<file path="config.mk">
export PLATFORM = sky130hd
export DESIGN_NAME = packet_buffer_arbiter
export DESIGN_NICKNAME = d
export VERILOG_FILES = /design/src/rtl/packet_buffer_arbiter.sv
export SDC_FILE = /design/constraint.sdc
export NUM_CORES = 1
export LEC_CHECK = 0
export CORE_MARGIN = 1.5
export CORE_UTILIZATION = 43
export DETAILED_ROUTE_END_ITERATION = 6
export PLACE_DENSITY = 0.94
export SLEW_MARGIN = 20
export SYNTH_ARGS = -nofsm -noshare
export SYNTH_HDL_FRONTEND = slang
export SYNTH_SLANG_ARGS = --single-unit
</file>
<file path="constraint.sdc">
create_clock -name clk -period 4.5 [get_ports clk]
set_input_delay 0.675 -clock clk [delete_from_list [all_inputs] [get_ports clk]]
set_output_delay 0.675 -clock clk [all_outputs]
set_load 0.005 [all_outputs]
</file>
<file path="src/rtl/packet_buffer_arbiter.sv">
// Round-robin sharing of the packet buffer RAM driver's read and write ports among NUM_REQ requesters.
// Read results are steered back to their issuer through a grant-tag pipeline that matches the RAM read latency.
module packet_buffer_arbiter #(
  parameter int NUM_REQ      = 3,
  parameter int ADDR_LEN     = 12,
  parameter int WORD_LEN     = 8,
  parameter int READ_LATENCY = 1
) (
  input  logic                         clk,
  input  logic                         reset,
  input  logic [NUM_REQ-1:0]           rd_req,
  input  logic [NUM_REQ*ADDR_LEN-1:0]  rd_addr,
  output logic [NUM_REQ-1:0]           rd_grant,
  output logic [NUM_REQ-1:0]           rd_valid,
  output logic [WORD_LEN-1:0]          rd_data,
  input  logic [NUM_REQ-1:0]           wr_req,
  input  logic [NUM_REQ*ADDR_LEN-1:0]  wr_addr,
  input  logic [NUM_REQ*WORD_LEN-1:0]  wr_val,
  output logic [NUM_REQ-1:0]           wr_grant,
  output logic                         ram_read_req,
  output logic [ADDR_LEN-1:0]          ram_read_addr,
  input  logic                         ram_read_ready,
  input  logic [WORD_LEN-1:0]          ram_read_out,
  output logic                         ram_write_enable,
  output logic [ADDR_LEN-1:0]          ram_write_addr,
  output logic [WORD_LEN-1:0]          ram_write_val
);

  localparam int PTR_W = (NUM_REQ > 1) ? $clog2(NUM_REQ) : 1;

  // Returns {found, winner}: first eligible index scanning ptr, ptr+1, ... modulo NUM_REQ.
  function automatic logic [PTR_W:0] rr_pick(input logic [NUM_REQ-1:0] elig,
                                             input logic [PTR_W-1:0]   ptr);
    logic             found;
    logic [PTR_W-1:0] win;
    int               idx;
    found = 1'b0;
    win   = '0;
    for (int off = 0; off < NUM_REQ; off++) begin
      idx = (int'(ptr) + off) % NUM_REQ;
      if (!found && elig[idx]) begin
        found = 1'b1;
        win   = PTR_W'(idx);
      end
    end
    return {found, win};
  endfunction

  function automatic logic [PTR_W-1:0] next_ptr(input logic [PTR_W-1:0] win);
    return (int'(win) == NUM_REQ - 1) ? '0 : win + 1'b1;
  endfunction

  logic [PTR_W-1:0]   rd_ptr_reg;
  logic [PTR_W-1:0]   wr_ptr_reg;
  logic [NUM_REQ-1:0] rd_elig;
  logic [NUM_REQ-1:0] wr_elig;
  logic               rd_any;
  logic               wr_any;
  logic [PTR_W-1:0]   rd_win;
  logic [PTR_W-1:0]   wr_win;
  logic [NUM_REQ-1:0] rd_onehot;
  logic [NUM_REQ-1:0] wr_onehot;

  // Masking the current grant keeps a requester that still holds its request
  // during the grant cycle from being accepted twice.
  assign rd_elig = rd_req & ~rd_grant;
  assign wr_elig = wr_req & ~wr_grant;

  assign {rd_any, rd_win} = rr_pick(rd_elig, rd_ptr_reg);
  assign {wr_any, wr_win} = rr_pick(wr_elig, wr_ptr_reg);

  generate
    for (genvar gi = 0; gi < NUM_REQ; gi++) begin : g_onehot
      assign rd_onehot[gi] = (rd_win == PTR_W'(gi));
      assign wr_onehot[gi] = (wr_win == PTR_W'(gi));
    end
  endgenerate

  always_ff @(posedge clk or posedge reset) begin
    if (reset) begin
      rd_grant      <= '0;
      ram_read_req  <= 1'b0;
      ram_read_addr <= '0;
      rd_ptr_reg    <= '0;
    end else begin
      rd_grant     <= rd_any ? rd_onehot : '0;
      ram_read_req <= rd_any;
      if (rd_any) begin
        ram_read_addr <= rd_addr[int'(rd_win)*ADDR_LEN +: ADDR_LEN];
        rd_ptr_reg    <= next_ptr(rd_win);
      end
    end
  end

  always_ff @(posedge clk or posedge reset) begin
    if (reset) begin
      wr_grant         <= '0;
      ram_write_enable <= 1'b0;
      ram_write_addr   <= '0;
      ram_write_val    <= '0;
      wr_ptr_reg       <= '0;
    end else begin
      wr_grant         <= wr_any ? wr_onehot : '0;
      ram_write_enable <= wr_any;
      if (wr_any) begin
        ram_write_addr <= wr_addr[int'(wr_win)*ADDR_LEN +: ADDR_LEN];
        ram_write_val  <= wr_val[int'(wr_win)*WORD_LEN +: WORD_LEN];
        wr_ptr_reg     <= next_ptr(wr_win);
      end
    end
  end

  // Tag pipeline: the last stage lines up with ram_read_ready for the read
  // issued READ_LATENCY cycles earlier; reset drops every in-flight tag.
  logic [NUM_REQ-1:0] tag_pipe [READ_LATENCY];

  always_ff @(posedge clk or posedge reset) begin
    if (reset) begin
      for (int i = 0; i < READ_LATENCY; i++) tag_pipe[i] <= '0;
    end else begin
      tag_pipe[0] <= rd_grant;
      for (int i = 1; i < READ_LATENCY; i++) tag_pipe[i] <= tag_pipe[i-1];
    end
  end

  assign rd_valid = tag_pipe[READ_LATENCY-1] & {NUM_REQ{ram_read_ready}};
  assign rd_data  = ram_read_out;

endmodule
</file>
Yosys cells after proc, flatten, opt, wreduce, memory -nomap -nowiden
Cells that the tools add are included.
W data, S select, Z words.
{"block": "totals", "elab_cells": 88, "in_bits": 113, "ram_bits": 0, "rom_bits": 0, "reg_bits": 47, "out_inout_bits": 51, "latchBits": 0, "mem_count": 0}
{"block": "classes", "n_reduce_logical": 10, "multipliers": 2, "n_eq_ne": 6, "n_div": 6, "magnitude_cmp": 6, "n_mux": 34, "addsub": 6, "bitwise_logic": 5, "n_shift": 3}
{"op": "$lt A32 B4 Y1 const B", "count": 6}
{"op": "$mod A32 B3 Y32 const B", "count": 4}
{"op": "$shiftx A36 B7 Y12", "count": 2}
{"op": "$mod A3 B3 Y32 const B", "count": 2}
{"op": "$shiftx A24 B6 Y8", "count": 1}
{"op": "$mux W1", "count": 18}
{"op": "$mux W2", "count": 8}
{"op": "$bmux W1 S2", "count": 6}
{"op": "$and A3 B3 Y3", "count": 3}
{"op": "$eq A2 B2 Y1 const B", "count": 4}
{"op": "$mul A2 B2 Y4 const B", "count": 2}
{"op": "$add A2 B1 Y3 const B", "count": 2}
{"op": "$add A2 B2 Y3 const B", "count": 2}
{"op": "$mux W3", "count": 2}
{"op": "$not A3 Y3", "count": 2}
{"op": "$add A2 B1 Y2 const B", "count": 2}
{"op": "$eq A2 B1 Y1 const B", "count": 2}
{"op": "$logic_and A1 B1 Y1", "count": 4}
{"op": "$logic_not A1 Y1", "count": 4}
{"op": "$logic_not A2 Y1", "count": 2}

Depth between registers and ports, before layout
Gate-level depths: netlist of the first run.
{"block": "depth", "ltp_word": 14, "mapped_depth": 12, "mapped_depth_nobuf": 9}

Worst setup path after synthesis of the first run
Ideal clock, no wire load.
{"block": "synth_path", "path_kind": "reg2reg", "startpoint": "register wr_ptr_reg[0]", "endpoint": "register wr_ptr_reg[0]", "arrival_ns": 2.097, "stages_incl_launch_ff": 11, "synth_period_minus_slack_ns": 2.175, "path_slack_ns": 2.325, "setup_time_ns": 0.077, "path_buffers": 2, "required_time_ns": 4.423, "path_cell_list": "dfrtp_1 > inv_1 > ha_1 > buf_2 > nor2b_1 > o21ai_1 > o211ai_2 > nand4b_2 > and2_1 > buf_2 > a21oi_1"}
{"block": "synth_between", "elab_chain_cells": 13, "elab_cells_between_ends": 27, "classes_between": "add/sub (3); div (3); eq/ne (1); mux (16); reduce/logical (4)"}
{"element": "start, declared", "line_no": "54", "rtl": "logic [PTR_W-1:0] wr_ptr_reg;"}
{"element": "start signal, assigned", "line_no": "108", "rtl": "wr_ptr_reg <= next_ptr(wr_win);"}
{"element": "parallel branches: the longest is 13 deep, another holds $mod A32 B3 Y32"}
Parallel ways; which one is timed is not known. The select of a mux whose other input is x is not followed.
A chain may end at the register's enable or synchronous reset.

Final worst setup path of the first run
{"block": "layout_path", "startpoint": "register wr_ptr_reg[0]", "endpoint": "register ram_write_addr[5]"}
{"block": "layout_between", "elab_chain_cells": 13, "elab_cells_between_ends": 26, "classes_between": "add/sub (2); mul (1); div (3); shift (1); mux (15); reduce/logical (4)"}
{"element": "parallel branches: the longest is 13 deep, another holds $mod A32 B3 Y32"}
{"element": "end signal, assigned", "line_no": "106", "rtl": "ram_write_addr <= wr_addr[int'(wr_win)*ADDR_LEN +: ADDR_LEN];"}
{"element": "end, declared", "line_no": "25", "rtl": "output logic [ADDR_LEN-1:0] ram_write_addr,"}
Parallel ways; which one is timed is not known. The select of a mux whose other input is x is not followed.

==> results summary, run 1 <==
For this run, the number of Yosys warnings is 0. The clock tree from TritonCTS is yes. The library cells used most frequently in the layout, excluding fill and tap cells, are sky130_fd_sc_hd__clkdlybuf4s50_1, sky130_fd_sc_hd__dfrtp_1, sky130_fd_sc_hd__a21oi_1, sky130_fd_sc_hd__nor2_1, sky130_fd_sc_hd__o21ai_0. The total power divided by cell area is 825 mW/mm². The number of hold buffers added after CTS was 0. Measured along the y axis, the die boundary spans 86.6 µm. The count of cell types in the netlist is 48.

The first detailed-routing pass ran for 5 iterations. The number of input and output port buffers inserted came out at 147. The clock arrives with 0.00480 ns of skew. The setup TNS is 0 ns.

STA classifies the critical path endpoint as a flip-flop. The share of the yosys chip area belonging to registers came out at 39.2%. For this run, the total global-route usage over all layers was measured as 23.9%. The sequential cell area in the final layout is 0.00118 mm².

The number of instances resized during post-cts repair is 0. The aggregate routed wire length came out at 9.21 mm. The met3 routing resource usage after global routing is 5.24%.

The synthesized area divided by synthesized cell count came out at 8.75 µm². In the synthesized netlist the async set-or-reset flop fraction comes to 100%. The repair_antennas step left the layout with diodes totalling 0. The worst hold path belongs to the class reg2reg. The die covers 0.00749 mm².

The highest-utilization routing layer at the global route stage is met2. The later pin in the worst-skew pair is clocked with a latency of 0.29 ns. The register bit total from synthesis came out at 47.

The average routed wire per standard cell is 16.8 µm. The shortest clock period the worst path allows after layout is 3.20 ns. In this run, synthesis inferred 0 flip-flops with an integrated enable. The remaining routing DRC violations is 0.

Global routing finished with a remaining overflow of 0. Summing all multi-input logic gate instances after layout gives 0.00159 mm². The largest registers in the layout are ram_read_addr (12), ram_write_addr (12), ram_write_val (8).

The arrival time of the worst setup path came out at 3.35 ns. The slew at the pin closest to its max-slew limit came out at 1.03 ns. The type of the worst setup path is reg2reg.

The placeable core region came out at 0.00676 mm². The post-CTS repair timing setup buffer count came out at 0. The tree is rooted in a sky130_fd_sc_hd__clkbuf_8. The synthesized netlist net count came out at 462. The average via count per standard cell is 5.99. The total half-perimeter wirelength after legalization and detailed placement is 6.87 mm. The max-capacitance violation count is 0. Leaving out fill and tap cells, the most frequent cell in the layout is sky130_fd_sc_hd__clkdlybuf4s50_1. The remaining max-slew budget at the tightest pin came out at 31.6%. The number of H-tree branching levels is 2. The final-report max-slew violation count is 0. Summed over all cells, the static leakage comes to 0.00180 µW.

The number of buffers inserted during clock tree synthesis came out at 5. The detailed router placed 3290 vias in this run. The starting density of the core is 44.4%. For this run, the leading register cell type out of synthesis is sky130_fd_sc_hd__dfrtp_1. The die width came out at 86.6 µm.

The final hold violation count was 0. Clock-pin slew was measured on the worst setup and hold paths at 0.09 ns. After synthesis the cells add up to 0.00300 mm². For met2 alone, demand over resource in global routing was 46.2%.

The final weighted congestion in routability-driven placement came out at 0.813. The flow ran to the end, and the final reports show no timing, DRC or antenna violations. The post-route clock period utilization came out at 71.1%. The first global-routing pass estimated 14.4 mm of wire. For this run, the top clock speed supported by timing is 313 MHz. The routing usage on met1 is 26.2%. The maximum buffer depth of the clock tree came out at 2. The tree built by TritonCTS fans out to 47 sinks. The detailed router finished its first iteration with 149 violations. The largest driver fanout on the critical path came out at 23. The filler cell count came out at 549. The largest net degree at the start of global routing is 48. The number of antenna violations at the first check in global routing came out at 0. The largest voltage drop on the vdd net is 0.460 mV. Setup repair after global routing left no endpoint under its margin.

The number of cell rows is 30. The relative area change from synthesis to final layout is 49.9%. The fraction of layout instances using a drive strength above 1 came out at 4.90%.

The number of nets in the layout came out at 587. The total power after layout came out at 3710 µW. The top-level port count came out at 164. The type of element launching the critical path is a flip-flop. The worst endpoint required time is 4.65 ns. The number of cells produced by synthesis came out at 343.

The final-report setup violation count is 0. The number of nets with antenna violations after detailed routing came out at 0. The via count of the first global-routing pass came out at 3220.
## worst paths after layout
check	startpoint	slack (ns)	endpoint	depth (start not counted)
min	rd_grant[0]	0.42	tag_pipe[0]	0
min in group asynchronous	reset	0.84	tag_pipe[1]	2
min reg2reg	rd_grant[0]	0.42	tag_pipe[0]	0
max	wr_ptr_reg[0]	1.30	ram_write_addr[5]	9
max in group asynchronous	reset	3.18	ram_read_addr[10]	2
max reg2reg	wr_ptr_reg[0]	1.30	ram_write_addr[5]	9
## through the flow
step | hold WS (ns) | instance area [µm²] | cells | setup slack, ns | util [%]
detailed placement | 0.405 | 4410 | 541 | 1.09 | 65.3
CTS | 0.425 | 4500 | 549 | 1.33 | 66.6
global route | 0.445 | 4500 | 549 | 1.03 | 66.6
global placement | 0.399 | 4410 | 541 | 1.17 | 65.3
floorplan | 0.403 | 3000 | 343 | 2.33 | -
finish | 0.424 | 4500 | 549 | 1.30 | 66.6
## power by group
group	switching, µW	internal (µW)
Combinational	1440	1210
Sequential	146	666
Clock	138	109
Total	1730	1980
## critical path: stages, from the launching register on
cell	delay, ns
sky130_fd_sc_hd__dfrtp_1	0.39
sky130_fd_sc_hd__inv_1	0.10
sky130_fd_sc_hd__ha_1	0.44
sky130_fd_sc_hd__nor4b_1	0.16
sky130_fd_sc_hd__a31oi_1	0.22
sky130_fd_sc_hd__o211ai_2	0.30
sky130_fd_sc_hd__nor2_1	0.71
sky130_fd_sc_hd__inv_2	0.32
sky130_fd_sc_hd__o21ai_0	0.28
sky130_fd_sc_hd__o22ai_1	0.11
## Yosys cell counts, types with 6 or more instances
library cell	instances	area, µm²
sky130_fd_sc_hd__a211o_1	9	78.8
sky130_fd_sc_hd__a21oi_1	33	165
sky130_fd_sc_hd__a221oi_1	23	201
sky130_fd_sc_hd__a22o_1	9	78.8
sky130_fd_sc_hd__buf_2	10	50.1
sky130_fd_sc_hd__buf_4	10	75.1
sky130_fd_sc_hd__clkbuf_1	10	37.5
sky130_fd_sc_hd__dfrtp_1	47	1180
sky130_fd_sc_hd__ha_1	6	75.1
sky130_fd_sc_hd__inv_1	11	41.3
sky130_fd_sc_hd__nand2_1	17	63.8
sky130_fd_sc_hd__nand2b_1	7	43.8
sky130_fd_sc_hd__nor2_1	33	124
sky130_fd_sc_hd__o21ai_0	32	160
sky130_fd_sc_hd__o21ai_1	8	40.0
sky130_fd_sc_hd__o22ai_1	24	150
## layout make-up
type	count	share of cell area, %
multi-input cells	251	35.4
repair buffers	151	33.4
flip-flops and latches	47	26.1
well taps	80	2.22
clock buffers	6	1.61
inverters	12	1.03
clock inverters	2	0.278
## layer usage
layer,up-vias,routed length (µm)
met5,-,0
met4,0,158
met3,21,797
met2,191,4840
met1,1549,3420
li1,1529,-
## cells by family after synthesis
logic type / Yosys count / share of synthesized area (%)
multiplexers: 4 / 1.50
AO/OA/AOI/OAI: 157 / 34.6
flip-flops: 47 / 39.2
buffers and inverters: 45 / 8.04
adder cells (fa/ha/maj): 6 / 2.50
AND/OR/NAND/NOR: 84 / 14.2
(Power assumes the default switching activity.)
==> run 2: changes to the inputs <==
--- a/config.mk
+++ b/config.mk
@@ -6,9 +6,9 @@
 export NUM_CORES = 1
 export LEC_CHECK = 0
 export CORE_MARGIN = 1.5
-export CORE_UTILIZATION = 43
+export CORE_UTILIZATION = 39
 export DETAILED_ROUTE_END_ITERATION = 6
-export PLACE_DENSITY = 0.94
+export PLACE_DENSITY = 0.87
 export SLEW_MARGIN = 20
 export SYNTH_ARGS = -nofsm -noshare
 export SYNTH_HDL_FRONTEND = slang
==> constraint.sdc (replaced) <==
create_clock -name clk -period 3 [get_ports clk]
set_input_delay 0.45 -clock clk [delete_from_list [all_inputs] [get_ports clk]]
set_output_delay 0.45 -clock clk [all_outputs]
set_load 0.005 [all_outputs]
==> run 2 against run 1 <==
Worst setup slack lost 1.0 ns. Combinational power increased by 58%. Design area rose by 3.4%. Sequential cell count stayed put. Critical path depth rose by 1. Final cell count grew 5.1%.
==> results summary, run 2 (synthesized netlist as in run 1, its figures left out) <==
The number of H-tree branching levels came out at 2 (unchanged). The number of iterations in the first detailed-routing pass came out at 5 (unchanged). The final-report max-slew violation count was 0 (unchanged).

The setup TNS is 0 ns (unchanged). The worst endpoint required time is 3.16 ns (-1.49 ns). The number of instances resized during post-cts repair came out at 0 (unchanged). The final hold violation count is 0 (unchanged).

The number of cell rows was 31 (+3.3%). The worst setup path is captured at a flip-flop. The total power divided by cell area is 1270 mW/mm² (+54%). The filler cell count is 617 (+12%). The shortest clock period the worst path allows after layout is 2.73 ns (-0.468 ns). The largest net degree at the start of global routing is 31 (-35%). The number of input and output port buffers inserted is 147 (unchanged). The slew at the pin closest to its max-slew limit is 1.06 ns (+0.0324 ns). The fraction of layout instances using a drive strength above 1 was 7.32% (+2.4 points). The starting density of the core was 40.7% (-3.7 points). The total half-perimeter wirelength after legalization and detailed placement is 7.09 mm (+3.1%). The routed via count is 3226 (-1.9%).

The largest voltage drop on the vdd net came out at 0.818 mV (+78%). The remaining max-slew budget at the tightest pin came out at 29.5% (-2.2 points). The post-layout instance count excluding filler cells is 577 (+5.1%).

The global-route wire length before repair came to 15.0 mm (+4.0%). The final-report setup violation count is 0 (unchanged). The cts-stage hold buffer count is 0 (unchanged). The maximum operating frequency came to 366 MHz (+17%). The largest individual stage delay along the critical path comes from the cell sky130_fd_sc_hd__ha_1. The number of sinks on the clock net is 47 (unchanged). The worst setup path is of the reg2reg kind. The class of the worst hold path is reg2reg. The number of DRC markers in iteration 0 came to 138 (-7.4%). The post-route clock period utilization was 91.0% (+20 points). The maximum buffer depth of the clock tree came out at 2 (unchanged). The remaining routing DRC violations is 0 (unchanged). TritonCTS built the clock tree. The clock tree root driver cell is sky130_fd_sc_hd__clkbuf_8. The floorplan die height was 90.7 µm (+4.8%). The placed cell count is 569 (+5.2%). The average via count per standard cell is 5.59 (-6.7%). The total power after layout is 5900 µW (+59%). The overall fraction of global-route tracks in use is 22.2% (-1.8 points). The worst hold slack came out at 0.423 ns (-0.00126 ns). The die outline area came out at 0.00823 mm² (+9.9%). The clock slew seen by the registers of the worst setup and hold paths is 0.09 ns (about the same).

The final clock skew was 0.00518 ns (+0.000381 ns). The placeable core region is 0.00737 mm² (+9.1%). The number of antenna violations at the first check in global routing is 0 (unchanged).

The library cell used most frequently in the layout, excluding fill and tap cells, is sky130_fd_sc_hd__clkdlybuf4s50_1. The flow ran to the end, and the final reports show no timing, DRC or antenna violations. STA classifies the critical path startpoint as a flip-flop.

The clock latency reported for the late side of the worst-skew pair is 0.29 ns (about the same). The arrival time of the worst setup path is 2.89 ns (-0.46 ns). The reported leakage power came out at 0.00188 µW (+4.1%). The aggregate routed wire length came out at 9.25 mm (+0.39%). The peak per-stage delay on the critical path is 0.42 ns (-0.29 ns).

In the layout the commonest cells are sky130_fd_sc_hd__clkdlybuf4s50_1, sky130_fd_sc_hd__dfrtp_1, sky130_fd_sc_hd__a21oi_1. Setup repair after global routing left no endpoint under its margin. The area growth from synthesis to layout is 55.0%.

The average routed wire per standard cell is 16.0 µm (-4.5%). The max-capacitance violation count is 0 (unchanged). In the final layout, the registers with the most flip-flops are ram_read_addr (12), ram_write_addr (12), ram_write_val (8). The via count of the first global-routing pass came out at 3305 (+2.6%). The number of nets in the layout came to 596 (+1.5%). The die width is 90.7 µm (+4.8%). The number of antenna repair diodes came out at 0 (unchanged). The global route total overflow was 0 (unchanged). The number of nets with antenna violations after detailed routing came out at 0 (unchanged). The number of buffers inserted during clock tree synthesis came to 5 (unchanged).

The signal on the critical path passes through inv_1 -> ha_1 -> nor4b_2 -> a31oi_1 -> o211ai_2 -> nor2_2 -> buf_4 -> inv_2 -> o21ai_0 -> o22ai_1. The largest driver fanout on the critical path came to 23 (unchanged). The final weighted congestion in routability-driven placement came out at 0.883 (+8.5%).

The post-CTS repair timing setup buffer count came out at 0 (unchanged). The top-level port count is 164 (unchanged).
## run 2: worst paths after layout
kind	start	to	slack [ns]	cells after the start
max	wr_ptr_reg[0]	ram_write_addr[8]	0.27	10
max reg2reg	wr_ptr_reg[0]	ram_write_addr[8]	0.27	10
min reg2reg	rd_grant[0]	tag_pipe[0]	0.42	0
max in group asynchronous	reset	ram_write_addr[11]	1.83	3
min	rd_grant[0]	tag_pipe[0]	0.42	0
min in group asynchronous	reset	tag_pipe[2]	0.45	2
## run 2: area by class of cell
type,count,area (µm²),area share (%)
inverters,12,45.0,0.968
repair buffers,160,1580,34.0
clock buffers,6,82.6,1.77
clock inverters,2,35.0,0.753
multi-input cells,251,1610,34.6
well taps,99,124,2.66
flip-flops and latches,47,1180,25.3
## run 2: metrics by stage
step                cell area, µm²  setup slack (ns)  utilization, %
finish                        4650             0.270            63.1
global route                  4650            0.0187            63.1
CTS                           4640            0.0532            62.9
detailed placement            4520           0.00646            61.3
global placement              4520             0.170            61.3
floorplan                     3000             0.825               -
## run 2: routing by layer
metal  vias up  routed length, µm  global-route usage (%)
met2       142               4850                    40.0
met3        13                628                    5.30
met4         0                 93                    6.61
met5         -                  0                       0
met1      1531               3680                    25.7
li1       1540                  -                       -
## run 2: worst max-delay path, delay by kind of cell, from the launching register on
kind            cells  cell delay (ns)
buf+inv             3             0.56
simple gates        2             0.54
compound gates      4             0.68
fa+ha+maj           1             0.42
flops               1             0.39
## run 2: where the power goes
| part | total [µW] | switching [µW] | internal [µW] |
|---|---|---|---|
| logic | 4200 | 2200 | 2000 |
| registers | 1220 | 222 | 998 |
| clock network | 484 | 214 | 270 |
| total | 5900 | 2630 | 3270 |
==> run 3: changes to the inputs <==
--- a/config.mk
+++ b/config.mk
@@ -5,7 +5,6 @@
 export SDC_FILE = /design/constraint.sdc
 export NUM_CORES = 1
 export LEC_CHECK = 0
-export CORE_MARGIN = 1.5
 export CORE_UTILIZATION = 39
 export DETAILED_ROUTE_END_ITERATION = 6
 export PLACE_DENSITY = 0.87
==> run 3 against run 2 <==
Count of clock-buffer cells in the layout is 1 higher. Sequential power hardly changed. Clock power is 24% lower. Design area is 1.4% lower. Non-clock buffer count stayed put. Maximum frequency is 1.2% higher. Worst setup slack better by 0.033 ns. Core utilization is 0.57 points lower. Combinational power is 2% lower. Clock skew is 0.0032 ns higher. Critical path depth is 3 lower. Critical endpoint is now ram_write_val[0].
==> results summary, run 3 (synthesized netlist as in run 1, its figures left out) <==
The number of nets in the layout came out at 596 (unchanged). The area of all placed cells without fillers came to 0.00459 mm² (-1.4%). The post-layout instance count excluding filler cells came out at 577 (unchanged). The met3 routing resource usage after global routing is 4.23% (-1.1 points).

The worst setup path is launched from a flip-flop. The number of cell rows is 31 (unchanged). The final clock skew is 0.00840 ns (+0.00322 ns). The number of DRC markers in iteration 0 came to 104 (-25%). The number of buffers inserted during clock tree synthesis is 5 (unchanged). The number of H-tree branching levels was 2 (unchanged). The largest driver fanout on the critical path came out at 13 (-43%). The remaining routing DRC violations came out at 0 (unchanged). The area growth from synthesis to layout is 52.8%. The clock slew seen by the registers of the worst setup and hold paths was 0.09 ns (about the same). The setup path with the least slack is of type reg2reg. The top-level port count is 164 (unchanged). The cell depth of the worst hold path is 0 (unchanged). The reported leakage power came out at 0.00185 µW (-1.5%). The highest-utilization routing layer at the global route stage is met2. The final hold violation count is 0 (unchanged). The clock latency reported for the late side of the worst-skew pair came out at 0.30 ns (about the same).

TritonCTS built the clock tree. The shortest clock period the worst path allows after layout came to 2.70 ns (-0.0330 ns). The number of instances resized during post-cts repair came out at 0 (unchanged).

The cts-stage hold buffer count is 0 (unchanged). The global-route wire length before repair came out at 14.9 mm (-0.78%). The run finished with clean final reports. The final-report setup violation count is 0 (unchanged). The number of sinks on the clock net is 47 (unchanged). The via count of the first global-routing pass was 3214 (-2.8%). The placed cell count came out at 569 (unchanged).

In the layout the commonest cells are sky130_fd_sc_hd__clkdlybuf4s50_1, sky130_fd_sc_hd__dfrtp_1, sky130_fd_sc_hd__a21oi_1, sky130_fd_sc_hd__nor2_1, sky130_fd_sc_hd__o21ai_0. The final weighted congestion in routability-driven placement is 0.828 (-6.2%). The worst hold slack is 0.436 ns (+0.0127 ns).

The endpoint identified for the worst register-to-register timing path is ram_write_val[0]. The placeable core region is 0.00733 mm² (-0.53%). The maximum operating frequency is 371 MHz (+1.2%). The global route total overflow is 0 (unchanged). The worst endpoint required time is 3.21 ns (+0.05 ns). The largest net degree at the start of global routing was 27 (-13%).

The die width came out at 89.7 µm (-1.1%). The routing usage on met1 came to 25.4% (-0.23 points). The worst reg2reg path startpoint is wr_ptr_reg[0]. The overall fraction of global-route tracks in use was 22.2% (+0.092 points).

The instance area after placement came out at 0.00451 mm² (-0.28%). The beginning of the worst hold path is rd_grant[1]. The total power after layout came to 5710 µW (-3.2%).

The total power divided by cell area was 1250 mW/mm² (-1.8%). The arrival time of the worst setup path came to 2.90 ns (about the same). Setup repair after global routing left no endpoint under its margin. The number of input and output port buffers inserted came out at 147 (unchanged). The slew at the pin closest to its max-slew limit came out at 1.01 ns (-0.0499 ns). The routed via count came out at 3266 (+1.2%). The total half-perimeter wirelength after legalization and detailed placement is 6.86 mm (-3.2%).

The clock tree root driver cell is sky130_fd_sc_hd__clkbuf_8. The met2 track demand over resource in global routing is 41.0% (+0.99 points). The library cell used most frequently in the layout, excluding fill and tap cells, is sky130_fd_sc_hd__clkdlybuf4s50_1. The post-route clock period utilization is 89.9% (-1.1 points). The maximum buffer depth of the clock tree was 2 (unchanged).

For hold timing, the worst endpoint is tag_pipe[1]. The number of nets with antenna violations after detailed routing is 0 (unchanged). The average via count per standard cell came to 5.66 (+1.2%). The number of antenna repair diodes is 0 (unchanged).

The starting density of the core is 41.0% (+0.22 points). The max-capacitance violation count came out at 0 (unchanged). The post-CTS repair timing setup buffer count came out at 0 (unchanged). The largest voltage drop on the vdd net is 0.847 mV (+3.6%). The setup TNS came out at 0 ns (unchanged). The cell depth of the worst flop-to-flop path came out at 7 (-3).

The aggregate routed wire length came out at 9.06 mm (-2.0%). The die outline area is 0.00805 mm² (-2.2%). The fraction of layout instances using a drive strength above 1 came out at 6.49% (-0.84 points).

The remaining max-slew budget at the tightest pin came out at 32.2% (+2.8 points). The number of antenna violations at the first check in global routing is 0 (unchanged). The floorplan die height is 89.7 µm (-1.1%). The tightest min-delay check is of the reg2reg type.

The worst reg-to-reg setup slack is 0.30 ns (+0.03 ns). The largest registers in the layout are ram_read_addr (12), ram_write_addr (12), ram_write_val (8). The final-report max-slew violation count came out at 0 (unchanged).

The number of iterations in the first detailed-routing pass came out at 4 (-1). The average routed wire per standard cell is 15.7 µm (-2.0%). STA classifies the critical path endpoint as a flip-flop.
==> run 3: cell count changes in the layout (fill, tap and decap cells not counted), sizes merged <==
cell,change
bufinv,-1
clkbuf,+1
==> run 3: cell type report <==
class	count	area [µm²]
Clock inverter	1	5.00
Sequential cell	47	1180
Fill cell	565	2740
Multi-Input combinational cell	251	1590
Clock buffer	7	76.3
Timing Repair Buffer	160	1570
Tap cell	99	124
Inverter	12	45.0
==> run 3: per-layer routing <==
layer	share of wire, %	wire length, µm
met1	40	3640
met2	51	4590
met3	6.8	615
met4	2.4	216
met5	0	0
==> run 3: critical path, stage by stage (launching register included) <==
cell	delay (ns)
sky130_fd_sc_hd__dfrtp_1	0.40
sky130_fd_sc_hd__inv_1	0.11
sky130_fd_sc_hd__ha_1	0.41
sky130_fd_sc_hd__nor4b_1	0.15
sky130_fd_sc_hd__nor4_2	0.88
sky130_fd_sc_hd__buf_4	0.34
sky130_fd_sc_hd__a221oi_1	0.11
sky130_fd_sc_hd__o22ai_1	0.19
==> run 3: report_power, final <==
| part | internal (µW) | switching [µW] |
|---|---|---|
| combinational | 1950 | 2170 |
| clock | 164 | 205 |
| sequential | 998 | 227 |
==> run 3: worst max-delay path by stage <==
stage                   from           endpoint  slack (ns)
6_report       wr_ptr_reg[0]   ram_write_val[0]        0.30
5_1_grt        wr_ptr_reg[0]  ram_write_addr[2]        0.04
4_1_cts        wr_ptr_reg[0]  ram_write_addr[7]        0.34
3_5_place_dp       wr_req[2]  ram_write_addr[7]        0.28
3_3_place_gp       wr_req[0]   ram_write_val[0]        0.35
2_1_floorplan  wr_ptr_reg[0]      wr_ptr_reg[0]        0.83
==> run 3: stage by stage <==
step	util, %	setup WS, ns
after floorplan	-	0.825
final	62.6	0.303
after global routing	62.6	0.0387
after global placement	61.5	0.348
after CTS	62.6	0.339
after detailed placement	61.5	0.277
